<file path="src/rtl/rx_interrupt_moderator_mc.sv">
// rx_interrupt_moderator_mc
// Multi-channel Rx interrupt moderator. Each channel coalesces Rx events
// (packet-count threshold plus timeout) and enforces a holdoff after every
// interrupt. A round-robin arbiter serialises the channel requests onto the
// single PCIe endpoint interrupt interface, carrying the channel index as the
// MSI vector.
//
// Ports:
//   clk, reset_n           core clock, asynchronous active-low reset
//   cfg_interrupt_n        interrupt request to the PCIe core (active low)
//   cfg_interrupt_rdy_n    core acknowledge (active low)
//   cfg_interrupt_di       MSI vector = granted channel index
//   ch_event               per-channel Rx activity level (may be asynchronous)
//   ch_ready               per-channel host buffer valid
//   ch_enable              per-channel interrupt enable
//   pkt_threshold          events per interrupt (0 behaves as 1)
//   coalesce_timeout       max cycles from first event to request
//   interrupt_period       holdoff after each interrupt
//   resend_req             host-requested re-interrupt (level)
//   resend_ack             one-cycle acknowledge per channel
module rx_interrupt_moderator_mc #(
  parameter int unsigned NUM_CH = 4,
  parameter int unsigned CNT_W  = 32,
  parameter int unsigned PKT_W  = 16,
  parameter int unsigned VEC_W  = 8
) (
  input  logic              clk,
  input  logic              reset_n,
  output logic              cfg_interrupt_n,
  input  logic              cfg_interrupt_rdy_n,
  output logic [VEC_W-1:0]  cfg_interrupt_di,
  input  logic [NUM_CH-1:0] ch_event,
  input  logic [NUM_CH-1:0] ch_ready,
  input  logic [NUM_CH-1:0] ch_enable,
  input  logic [PKT_W-1:0]  pkt_threshold,
  input  logic [CNT_W-1:0]  coalesce_timeout,
  input  logic [CNT_W-1:0]  interrupt_period,
  input  logic [NUM_CH-1:0] resend_req,
  output logic [NUM_CH-1:0] resend_ack
);

  localparam int unsigned PTR_W = (NUM_CH > 1) ? $clog2(NUM_CH) : 1;

  typedef enum logic [1:0] {CH_IDLE, CH_ARMED, CH_REQ, CH_HOLD} ch_state_t;
  typedef enum logic {A_IDLE, A_WAIT} arb_state_t;

  logic [PKT_W-1:0]  thr_q, thr_eff;
  logic [CNT_W-1:0]  timeout_q, period_q;
  logic [NUM_CH-1:0] sync1, sync2, sync3, rise;

  ch_state_t         ch_st [NUM_CH];
  ch_state_t         ch_st_nxt [NUM_CH];
  logic [PKT_W-1:0]  cnt [NUM_CH];
  logic [PKT_W-1:0]  cnt_nxt [NUM_CH];
  logic [CNT_W-1:0]  tmr [NUM_CH];
  logic [CNT_W-1:0]  tmr_nxt [NUM_CH];
  logic [NUM_CH-1:0] force_q, force_nxt, ack_nxt;
  logic [NUM_CH-1:0] eligible, drop, done;

  arb_state_t        arb_st, arb_nxt;
  logic [PTR_W-1:0]  ptr, ptr_nxt, cand, gnt_idx, wait_idx, wait_idx_nxt;
  logic              gnt_valid, gnt_issue, cfg_n_nxt;
  logic [VEC_W-1:0]  di_nxt;

  // Config registers and event synchroniser (sync3 is the edge-detect delay).
  always_ff @(posedge clk or negedge reset_n) begin
    if (!reset_n) begin
      thr_q     <= '0;
      timeout_q <= '0;
      period_q  <= '0;
      sync1     <= '0;
      sync2     <= '0;
      sync3     <= '0;
    end else begin
      thr_q     <= pkt_threshold;
      timeout_q <= coalesce_timeout;
      period_q  <= interrupt_period;
      sync1     <= ch_event;
      sync2     <= sync1;
      sync3     <= sync2;
    end
  end

  always_comb begin
    rise    = sync2 & ~sync3;
    thr_eff = (thr_q == '0) ? PKT_W'(1) : thr_q;
  end

  // Arbiter next-state. A forced-but-disabled channel is simply not eligible,
  // so the search skips it instead of stalling on it.
  always_comb begin
    cand         = '0;
    gnt_valid    = 1'b0;
    gnt_idx      = '0;
    drop         = '0;
    done         = '0;
    arb_nxt      = arb_st;
    ptr_nxt      = ptr;
    wait_idx_nxt = wait_idx;
    cfg_n_nxt    = cfg_interrupt_n;
    di_nxt       = cfg_interrupt_di;
    for (int unsigned i = 0; i < NUM_CH; i++) begin
      eligible[i] = (ch_st[i] == CH_REQ) && (!force_q[i] || ch_enable[i]);
    end
    if (arb_st == A_IDLE) begin
      for (int unsigned k = 0; k < NUM_CH; k++) begin
        cand = PTR_W'((32'(ptr) + k) % NUM_CH);
        if (!gnt_valid && eligible[cand]) begin
          gnt_valid = 1'b1;
          gnt_idx   = cand;
        end
      end
    end
    gnt_issue = force_q[gnt_idx] | (ch_enable[gnt_idx] & ch_ready[gnt_idx]);
    case (arb_st)
      A_IDLE: begin
        if (gnt_valid) begin
          ptr_nxt = (gnt_idx == PTR_W'(NUM_CH - 1)) ? '0 : gnt_idx + 1'b1;
          if (gnt_issue) begin
            cfg_n_nxt    = 1'b0;
            di_nxt       = VEC_W'(gnt_idx);
            wait_idx_nxt = gnt_idx;
            arb_nxt      = A_WAIT;
          end else begin
            drop[gnt_idx] = 1'b1;
          end
        end
      end
      A_WAIT: begin
        if (!cfg_interrupt_rdy_n) begin
          cfg_n_nxt      = 1'b1;
          done[wait_idx] = 1'b1;
          arb_nxt        = A_IDLE;
        end
      end
    endcase
  end

  // Per-channel next-state. Events are counted in every state; entering HOLD
  // clears the count so only events arriving during the holdoff re-arm it.
  always_comb begin
    for (int unsigned i = 0; i < NUM_CH; i++) begin
      ch_st_nxt[i] = ch_st[i];
      cnt_nxt[i]   = cnt[i];
      tmr_nxt[i]   = tmr[i];
      force_nxt[i] = force_q[i];
      ack_nxt[i]   = 1'b0;
      if (rise[i] && (cnt[i] != '1)) cnt_nxt[i] = cnt[i] + 1'b1;
      case (ch_st[i])
        CH_IDLE: begin
          if (rise[i]) begin
            ch_st_nxt[i] = CH_ARMED;
            cnt_nxt[i]   = PKT_W'(1);
            tmr_nxt[i]   = '0;
          end else if (resend_req[i]) begin
            ack_nxt[i]   = 1'b1;
            force_nxt[i] = 1'b1;
            ch_st_nxt[i] = CH_REQ;
          end
        end
        CH_ARMED: begin
          if ((cnt[i] >= thr_eff) || (tmr[i] == timeout_q)) ch_st_nxt[i] = CH_REQ;
          else tmr_nxt[i] = tmr[i] + 1'b1;
        end
        CH_REQ: begin
          if (drop[i] || done[i]) begin
            ch_st_nxt[i] = CH_HOLD;
            force_nxt[i] = 1'b0;
            cnt_nxt[i]   = '0;
            tmr_nxt[i]   = '0;
          end
        end
        CH_HOLD: begin
          if (tmr[i] == period_q) begin
            tmr_nxt[i]   = '0;
            ch_st_nxt[i] = (cnt_nxt[i] != '0) ? CH_ARMED : CH_IDLE;
          end else begin
            tmr_nxt[i] = tmr[i] + 1'b1;
          end
        end
      endcase
    end
  end

  always_ff @(posedge clk or negedge reset_n) begin
    if (!reset_n) begin
      for (int unsigned i = 0; i < NUM_CH; i++) begin
        ch_st[i] <= CH_IDLE;
        cnt[i]   <= '0;
        tmr[i]   <= '0;
      end
      force_q          <= '0;
      resend_ack       <= '0;
      arb_st           <= A_IDLE;
      ptr              <= '0;
      wait_idx         <= '0;
      cfg_interrupt_n  <= 1'b1;
      cfg_interrupt_di <= '0;
    end else begin
      for (int unsigned i = 0; i < NUM_CH; i++) begin
        ch_st[i] <= ch_st_nxt[i];
        cnt[i]   <= cnt_nxt[i];
        tmr[i]   <= tmr_nxt[i];
      end
      force_q          <= force_nxt;
      resend_ack       <= ack_nxt;
      arb_st           <= arb_nxt;
      ptr              <= ptr_nxt;
      wait_idx         <= wait_idx_nxt;
      cfg_interrupt_n  <= cfg_n_nxt;
      cfg_interrupt_di <= di_nxt;
    end
  end

endmodule

</file>
<file path="config.mk">
export PLATFORM = sky130hd
export DESIGN_NAME = rx_interrupt_moderator_mc
export DESIGN_NICKNAME = d
export VERILOG_FILES = /design/src/rtl/rx_interrupt_moderator_mc.sv
export SDC_FILE = /design/constraint.sdc
export NUM_CORES = 1
export LEC_CHECK = 0
export BUFFER_PORTS_ARGS = -buffer_cell sky130_fd_sc_hd__buf_2
export CAP_MARGIN = 25
export CORE_MARGIN = 4
export CORE_UTILIZATION = 37
export DETAILED_ROUTE_END_ITERATION = 16
export SLEW_MARGIN = 0
export SYNTH_ARGS = -nofsm -noshare
export SYNTH_HDL_FRONTEND = slang
export SYNTH_SLANG_ARGS = --single-unit
</file>
<file path="constraint.sdc">
create_clock -name clk -period 6 [get_ports clk]
set_clock_uncertainty 0.2 [all_clocks]
set_input_delay 1.2 -clock clk [delete_from_list [all_inputs] [get_ports clk]]
set_output_delay 1.2 -clock clk [all_outputs]
set_load 0.01 [all_outputs]
</file>
**Word level (Yosys, flattened, before mapping)**

Index checks and enable logic that the tools add are counted.

- Register bits after elaboration: 306
- Input bits: 99
- Logic and storage cells: 314

- Add/sub/neg operators: 12
- Magnitude comparators: 12
- Eq/ne operators: 60
- Muxes and demuxes: 138
- Bitwise gates (word level): 5
- Reductions and logical operators: 60

Operators by type and width:

| kind | number |
|---|---|
| 32-bit two-way mux | 16 |
| 32-bit case mux with 4 select lines | 4 |
| 32-bit equality test | 8 |
| 16-bit two-way mux | 13 |
| 32-bit by 1-bit adder with 32-bit output (second input constant) | 4 |
| 16-bit case mux with 2 select lines | 4 |
| 16-bit by 1-bit adder with 16-bit output (second input constant) | 4 |
| 16-bit >= comparator | 4 |
| 16-bit inequality test (second input constant) | 4 |
| 16-bit nonzero test | 4 |
| 2-bit inequality test (second input constant) | 27 |
| 2-bit two-way mux | 26 |
| 1-bit two-way mux | 51 |
| 2-bit case mux with 4 select lines | 4 |
| 4-bit AND reduction | 8 |
| 4-bit two-way mux | 5 |
| 2-bit equality test (second input constant) | 9 |
| 2-bit by 3-bit < comparator with 1-bit output (second input constant) | 6 |
| 3-bit AND reduction | 6 |
| 16-bit zero test | 1 |
| 1-bit binary-select mux with 2-bit select | 7 |
| 1-bit logical AND | 13 |
| 1-bit logical OR | 12 |
| 3-bit inequality test (second input constant) | 4 |
| other kinds (16) | 43 |

**Depth between registers and ports, before layout**

Gate-level depths: netlist of run 1.

- Depth in word-level cells: 29
- Gate-level depth with buffers: 16
- Gate-level depth less buffers: 12

**Least setup slack after synthesis of run 1**

No wires, ideal clock.

- Path type: input to register
- From: input ch_enable[1]
- To: register tmr[41] in the netlist's numbering
- Library setup time: 103 ps
- Data arrival time: 3574 ps
- Required time: 5697 ps
- Slack: 2123 ps
- Stages: 11
- Cells stage by stage: nand2b_1 a2111oi_2 a211oi_1 and3_1 buf_2 o221ai_4 a41oi_4 or3_1 clkbuf_1 buf_4 o41ai_2

- Cells in the longest elaborated chain, start to end: 28
- Elaborated cells on any way between the ends: 48

RTL lines:

| item | line | source |
|---|---|---|
| start, declared | 34 | `input logic [NUM_CH-1:0] ch_enable,` |
| 1-bit logical OR * | 103 | `eligible[i] = (ch_st[i] == CH_REQ) && (!force_q[i] \|\| ch_enable[i]);` |
| 1-bit logical AND * | 103 |  |
| 1-bit binary-select mux with 2-bit select | 108 | `if (!gnt_valid && eligible[cand]) begin` |
| 1-bit two-way mux (not written as such) | 108 |  |
| 1-bit two-way mux | 108 |  |
| 1-bit two-way mux | 105 | `if (arb_st == A_IDLE) begin` |
| 1-bit zero test | 108 |  |
| 1-bit logical AND | 108 |  |
| [... 10 more ...] | -- |  |
| named net gnt_idx[0] | 61 | `logic [PTR_W-1:0] ptr, ptr_nxt, cand, gnt_idx, wait_idx, wait_idx_nxt;` |
| [... 2 more ...] | -- |  |
| 1-bit two-way mux (not written as such) or 1-bit AND (tied branches) | 125, 114 |  |
| 1-bit demux with 2-bit select or 1-bit bitwise OR (tied branches) | 125, 114 |  |
| 4-bit two-way mux * | 119 | `if (gnt_issue) begin` |
| 4-bit two-way mux * | 117 | `if (gnt_valid) begin` |
| 4-bit two-way mux * | 115 | `case (arb_st)` |
| 1-bit logical OR * | 166 | `if (drop[i] \|\| done[i]) begin` |
| 2-bit by 1-bit inequality test with 1-bit output (no line) * | -- |  |
| 3-bit AND reduction (no line) * | -- |  |
| end signal, assigned by index | 203 | `tmr[i] <= tmr_nxt[i];` |
| end, declared | 55 | `logic [CNT_W-1:0] tmr [NUM_CH];` |

Mark *: on every way through the listed nets, which the timed path passes. The rest lies on a longest branch. The select of a mux whose other input is x is not followed.
A chain may end at the register's enable or synchronous reset.

**Worst setup path after layout of run 1**

- From: register thr_q[4]
- To: register tmr[14] in the netlist's numbering

- Cells in the longest elaborated chain, start to end: 6

RTL lines:

| item | line | source |
|---|---|---|
| start, declared | 47 | `logic [PKT_W-1:0] thr_q, thr_eff;` |
| start signal, assigned | 75 | `thr_q <= pkt_threshold;` |
| 16-bit zero test | 86 | `thr_eff = (thr_q == '0) ? PKT_W'(1) : thr_q;` |
| 16-bit two-way mux * | 86 |  |
| 16-bit >= comparator * | 162 | `if ((cnt[i] >= thr_eff) \|\| (tmr[i] == timeout_q)) ch_st_nxt[i] = CH_REQ;` |
| 1-bit logical OR * | 162 |  |
| 2-bit inequality test (no line) * | -- |  |
| 3-bit AND reduction (no line) * | -- |  |

Mark *: on every way between the ends. The rest lies on a longest branch, timed or not.

==> results of run 1 <==
critical path: stages (launching register included):
cell      delay, ns
dfrtp_1        0.37
nor4_1         0.34
a41o_1         0.45
ha_1           0.30
o21ai_0        0.17
a21oi_1        0.09
o41ai_1        0.34
o211ai_1       0.19
a21o_1         0.49
or3_1          0.59
buf_16         0.24
o41ai_1        0.39
power by group:
| group | switching [W] | internal [W] | total (W) |
|---|---|---|---|
| combinational | 0.00228 | 0.00113 | 0.00341 |
| clock | 0.000956 | 0.00170 | 0.00265 |
| sequential | 0.000320 | 0.00224 | 0.00256 |
how the worst max path moves through the flow:
| stage | from | endpoint | slack [ns] | cells past startpoint |
|---|---|---|---|---|
| 2_1_floorplan | ch_enable[1] | tmr[41] | 2.12 | 11 |
| 3_3_place_gp | ch_enable[2] | tmr[49] | 1.11 | 12 |
| 3_5_place_dp | ch_enable[1] | tmr[52] | 1.31 | 12 |
| 4_1_cts | thr_q[4] | tmr[14] | 1.67 | 11 |
| 5_1_grt | thr_q[4] | tmr[14] | 1.38 | 11 |
| 6_report | thr_q[4] | tmr[14] | 1.70 | 11 |
sequential cells by signal, summed over array words and instances (netlist names):
register         cells
arb_st               1
timeout_q           32
period_q            32
ptr                  2
tmr                128
thr_q               16
resend_ack           4
ch_st                8
sync1                4
sync2                4
force_q              4
cfg_interrupt_n      1
wait_idx             2
sync3                4
cnt                 64
per-stage QoR:
stage	setup slack, ns	power [W]	instance area, µm²	hold WS [ns]
2_1_floorplan	2.12	0.00487	20700	0.131
3_3_place_gp	1.11	0.00578	21600	0.133
3_5_place_dp	1.31	0.00595	21600	0.135
4_1_cts	1.67	0.00864	23100	0.148
5_1_grt	1.38	0.00911	23100	0.155
6_report	1.70	0.00862	23100	0.146
cells in the final DEF (no fill, tap or decap), drive strengths merged, types with 8 or more instances in the layout:
cell / instances
nand2: 163
or3: 18
a211oi: 8
nor3: 37
o41ai: 24
or2: 10
a21o: 15
ha: 92
xor2: 76
and2: 17
nor2b: 32
buf: 132
a31oi: 76
nand3: 96
nand4: 98
dfrtp: 305
nand2b: 25
nor2: 130
mux2i: 14
o21ai: 132
and3: 46
xnor2: 206
inv: 80
clkbuf: 52
nand3b: 12
bufinv: 8
a41oi: 21
o31ai: 167
nor4: 50
a21oi: 98
and4: 12
cell usage after synthesis, types with 5 or more instances:
library cell,number,area share [%]
xnor2_1,206,8.7
nor4_1,49,1.5
o41ai_1,17,0.72
o21ai_0,130,3.1
nand3_1,96,2.3
o31ai_1,167,6.1
or2_2,10,0.30
and2_1,17,0.51
or3_1,17,0.51
nor3_1,37,0.89
nand2_1,163,3.0
mux2i_1,14,0.68
clkbuf_1,193,3.5
and4_1,12,0.51
buf_4,8,0.29
dfrtp_1,305,37
a21boi_0,5,0.18
o21a_1,5,0.18
buf_2,8,0.19
a21o_1,15,0.54
and3_1,46,1.4
nor2_1,130,2.4
o22ai_1,6,0.18
ha_1,92,5.6
nor2b_1,32,0.97
nand4_1,98,3.0
nand2b_1,25,0.76
inv_1,80,1.5
xor2_1,76,3.2
o41ai_2,7,0.55
a41oi_1,18,0.76
a21oi_1,98,2.4
a31oi_1,76,2.3
nand3b_1,12,0.44
buf_1,6,0.11
a211oi_1,8,0.29
o211ai_1,5,0.18
area by class of cell:
class	count	share of cell area (%)
Multi-Input combinational cell	1766	51.7
Sequential cell	306	33.1
Clock buffer	52	5.01
Tap cell	748	4.05
Timing Repair Buffer	132	3.40
Clock inverter	18	1.30
Inverter	80	1.30
Antenna cell	6	0.0650
cell families (layout without fill, tap and decap cells):
group	Yosys count	in the layout	share of synthesized area (%)
buffers and inverters	295	282	5.54
other	1	12	0.0181
AOI/OAI and AO/OA	611	611	20.1
adders and majority gates	92	92	5.56
and+or+nand+nor	757	757	18.9
muxes	18	18	0.895
DFF	306	306	37.0
xor gates and xnor gates	282	282	11.9
metal layers:
| layer | global-route usage [%] | part of all wire [%] | vias to the layer above | routed length, µm |
|---|---|---|---|---|
| li1 | - | - | 8516 | - |
| met1 | 31.5 | 43 | 9038 | 30400 |
| met2 | 35.9 | 44 | 830 | 31000 |
| met3 | 4.66 | 8.5 | 164 | 5950 |
| met4 | 7.72 | 3.6 | 8 | 2550 |
| met5 | 0 | 0.066 | - | 46 |
==> results.toml, run 1 <==
[run_status]
outcome = "complete, no violations"

[routing]
vias_per_cell = 5.97
ant_nets = 0
route.detailed.drc = 0
drt-pass1-iter-count = 6
dr.first_iter.drc_count = 2041
via_count = 18556
finalWirelength_mm = 70.0
routedWlPerCell_um = 22.5

[clock_network]
h-tree-depth = 2
hold_buffers = 0
cts_setup_buffers = 0
clkSlewWorstSetupHoldPaths_ns = 0.06
cts_tree = "done"
insertion_delay_ns = 0.56
postCtsResizedCells = 0
numCtsBuffers = 38
cts-root-buf = "clkbuf_16"
cts_buffer_depth = 3
clock_sink_count = 306

[floorplan]
core_area_um2 = 55200
die_w_um = 245
die_h_um = 245
initial_core_util_pct = 37.5
floorplan.die_area_um2 = 59800
rows = 86
io-pin-count = 112

[synth]
synth_area_per_cell_um2 = 8.76
netlist_instances = 2362
yosysWarnings = 0
synth_seq_area_share_pct = 37.0
synth_cell_types = 79
synthArstFlopShare_pct = 100
synth_area_um2 = 20700
yosys_most_used_dff = "dfrtp_1"
synth_edf_count = 0
synth.ff_latch_count = 306

[power]
power.density_cell_area_nw_per_um2 = 373
vdd_drop_max_v = 0.000263
leakage_nw = 9.63

[place]
hpwl_mm = 50.9
port_buffers = 105
dp_cells = 3032
gp_congestion = 0.986

[sta]
fin_crit_ns = 4.30
hold_viol = 0
period_share_pct = 71.6
grt_setup_unrepaired = "false"
tns_ns = 0
slew_headroom_pct = 28.9
setup_viol = 0
clock.fmax_ghz = 0.233
tightest_slew_ns = 1.06
slew_viol_final = 0

[worst_hold_path]
min_path_type = "register to register"
min-delay-start = "sync1[3]"
min_path_cells = 0
worstHoldEndpoint = "sync2[3]"

[layout]
drive_gt1_share_pct = 10.3
final_nets = 2515
seq_area_um2 = 7660
layout.cells.non_filler = 3108
fin_util_pct = 41.9
fill_cells = 5432
syn2layout_area_growth_pct = 11.7
multi_input_comb_area_um2 = 12000

[setup_path]
r2r_cells = 11
worstPathMaxFanout = 26
critPathRequiredTime_ns = 6.23
r2r_start = "thr_q[4]"
worst-setup-path-type = "register to register"
arrival_ns = 4.53
critical_path.startpoint_type = "register"
worst_setup_path_end_kind = "register"
crit-reg2reg-capture = "tmr[14]"
rrSetupSlack_ns = 1.70

[global_routing]
grt_pass1_wl_mm = 107
globalRouteOverflowTotal = 0
antenna_found_initial = 11
globalRouteTotalUtil_pct = 22.8
grt_max_degree = 109
grt_pass1_vias = 17812

[job]
drv_cap = 0
Note: power is estimated with default switching activity, not from simulation.
==> run 2, diff against run 1 <==
==> constraint.sdc (replaced) <==
create_clock -name clk -period 3.6 [get_ports clk]
set_clock_uncertainty 0.2 [all_clocks]
set_input_delay 0.72 -clock clk [delete_from_list [all_inputs] [get_ports clk]]
set_output_delay 0.72 -clock clk [all_outputs]
set_load 0.01 [all_outputs]
==> run 2 against run 1 <==
Net effect: maximum frequency rose by 22%; power rose by 75%; count of clock-buffer cells in the layout fell by 3; routed wire length rose by 4.6%; first-iteration DRC count fell by 5.1%; via count rose by 2.5%; critical path depth rose by 2; flip-flop and latch count did not move; global-route usage rose by 0.75 points; sequential power rose by 67%; register-to-register slack got worse by 1.6 ns; largest cell class unchanged; largest power group unchanged.
==> results.toml, run 2 (synthesis results as in run 1) <==
[run_status]
outcome = "complete, no violations"

[setup_path]
cp_slowest_cell = "or3_4"
worst-setup-path-type = "register to register"
crit_family = "compound AO/OA/AOI/OAI gates"
crit_path_cell_trace = "nor4_2, a41o_1, buf_12, ha_1, nand2b_4, a31oi_4, o21ai_1, a221o_1, o21ai_1, nand2_1, or3_4, buf_8, o31ai_2"
cp-startpoint = "thr_q[11]"
critical_path.max_stage_delay_ns = 0.52
path_common_cell = "o21ai_1"
critPathRequiredTime_ns = 3.86
critical_path.startpoint_type = "register"
r2r_start = "thr_q[11]"
arrival_ns = 3.78
worst_setup_path_end_kind = "register"
critPathBufInv = 2
worstPathMaxFanout = 7

[floorplan]
die_w_um = 245
core_area_um2 = 55200
rows = 86
die_h_um = 245
initial_core_util_pct = 37.5
io-pin-count = 112
floorplan.die_area_um2 = 59800

[layout]
top_register = "tmr"
final_cell_mix = "dfrtp_1, xnor2_1, nand2_1, o31ai_1, nor2_1"
final_common_cell = "dfrtp_1"
syn2layout_area_growth_pct = 17.1
final_nets = 2600
layout.cells.non_filler = 3192
largest_reg_flops = 128
fin_util_pct = 43.9
drive_gt1_share_pct = 15.4
reg_top3 = "tmr: 128 flops, cnt: 64 flops"

[worst_hold_path]
min-delay-start = "ch_event[2]"
min_path_type = "input port to register"

[sta]
hold_viol = 0
tightest_slew_ns = 0.963
slew_headroom_pct = 35.2
period_share_pct = 97.8
clock.fmax_ghz = 0.284
setup_viol = 0
fin_crit_ns = 3.52
slew_viol_final = 0
holdWs_ns = 0.0605
grt_setup_unrepaired = "true"
tns_ns = 0

[routing]
drt-pass1-iter-count = 6
finalWirelength_mm = 73.2
routedWlPerCell_um = 22.9
ant_nets = 0
via_count = 19015
dr.first_iter.drc_count = 1936
vias_per_cell = 5.96
route.detailed.drc = 0

[power]
leakage_nw = 10.2
p_seq_share_pct = 28.3
p_comb_share_pct = 43.5
internal-power_w = 0.00875
p_switching_w = 0.00633
power.density_cell_area_nw_per_um2 = 622
swShare_pct = 42.0
clock_power_share_pct = 28.2
vdd_drop_max_v = 0.000441

[clock_network]
h-tree-depth = 2
clock_sink_count = 306
clkSlewWorstSetupHoldPaths_ns = 0.06
numCtsBuffers = 38
insertion_delay_ns = 0.57
cts_buffer_depth = 3
cts-root-buf = "clkbuf_16"
cts_tree = "done"

[global_routing]
grt.met2_usage_pct = 36.8
busiest_layer = "met2"
grt_use_met3_pct = 5.96
antenna_found_initial = 10
grt_max_degree = 72
grt_pass1_wl_mm = 110
globalRouteTotalUtil_pct = 23.6
globalRouteOverflowTotal = 0
grt_pass1_vias = 18026
grt_use_met1_pct = 31.8

[place]
port_buffers = 105
gp_congestion = 0.982
dp_cells = 3108
hpwl_mm = 52.8

[job]
drv_cap = 0
run 2: final cells by class:
type                            count  area (µm²)
Fill cell                        5300       31000
Multi-Input combinational cell   1767       12400
Sequential cell                   306        7660
Timing Repair Buffer              216        1540
Clock buffer                       49        1040
Tap cell                          748         936
Clock inverter                     21         339
Inverter                           80         304
Antenna cell                        5        12.5
run 2: stage by stage:
step           cell area, µm²  setup slack, ns  total power [W]
2_1_floorplan           20700            0.203          0.00811
3_3_place_gp            22300          -0.0495           0.0102
3_5_place_dp            22300           -0.100           0.0104
4_1_cts                 23700           0.0232           0.0147
5_1_grt                 24200          -0.0604           0.0160
6_report                24200           0.0780           0.0151
run 2: timing repair:
| action | 4_1_cts | 5_1_grt |
|---|---|---|
| pin swaps | 0 | 20 |
| resized for setup | 2 | 82 |
| endpoints found under the setup margin | 6 | 105 |
| hold endpoints to repair | 58 | 0 |
| hold buffers | 1 | 0 |
| cloned | 0 | 2 |
| buffers inserted | 0 | 6 |
run 2: per-layer routing:
| metal | wire length, µm | share of wire (%) |
|---|---|---|
| met1 | 30900 | 42 |
| met2 | 32500 | 44 |
| met3 | 6640 | 9.1 |
| met4 | 3140 | 4.3 |
| met5 | 54 | 0.074 |
run 2: path summary, 6_finish.rpt:
kind	cells after the start	slack (ns)	to
worst min register to register	0	0.15	sync2[1]
worst max-delay path	13	0.08	tmr[107]
worst min-delay path	1	0.06	sync1[2]
max in group asynchronous	3	1.83	cnt[9]
min in group asynchronous	2	0.51	tmr[14]
worst max register to register	13	0.08	tmr[107]
run 2: worst register-to-register path, cell delays in order (launching register included):
cell and delay [ns]:
dfrtp_1 0.39, nor4_2 0.31, a41o_1 0.26, buf_12 0.12
ha_1 0.23, nand2b_4 0.15, a31oi_4 0.12, o21ai_1 0.08
a221o_1 0.37, o21ai_1 0.14, nand2_1 0.12, or3_4 0.52
buf_8 0.19, o31ai_2 0.21
run 2: power by group through the flow:
stage          clock network, W  registers [W]  logic [W]
2_1_floorplan                 0        0.00406    0.00406
3_3_place_gp                  0        0.00430    0.00590
3_5_place_dp                  0        0.00430    0.00605
4_1_cts                 0.00436        0.00425    0.00608
5_1_grt                 0.00449        0.00431    0.00717
6_report                0.00425        0.00427    0.00656
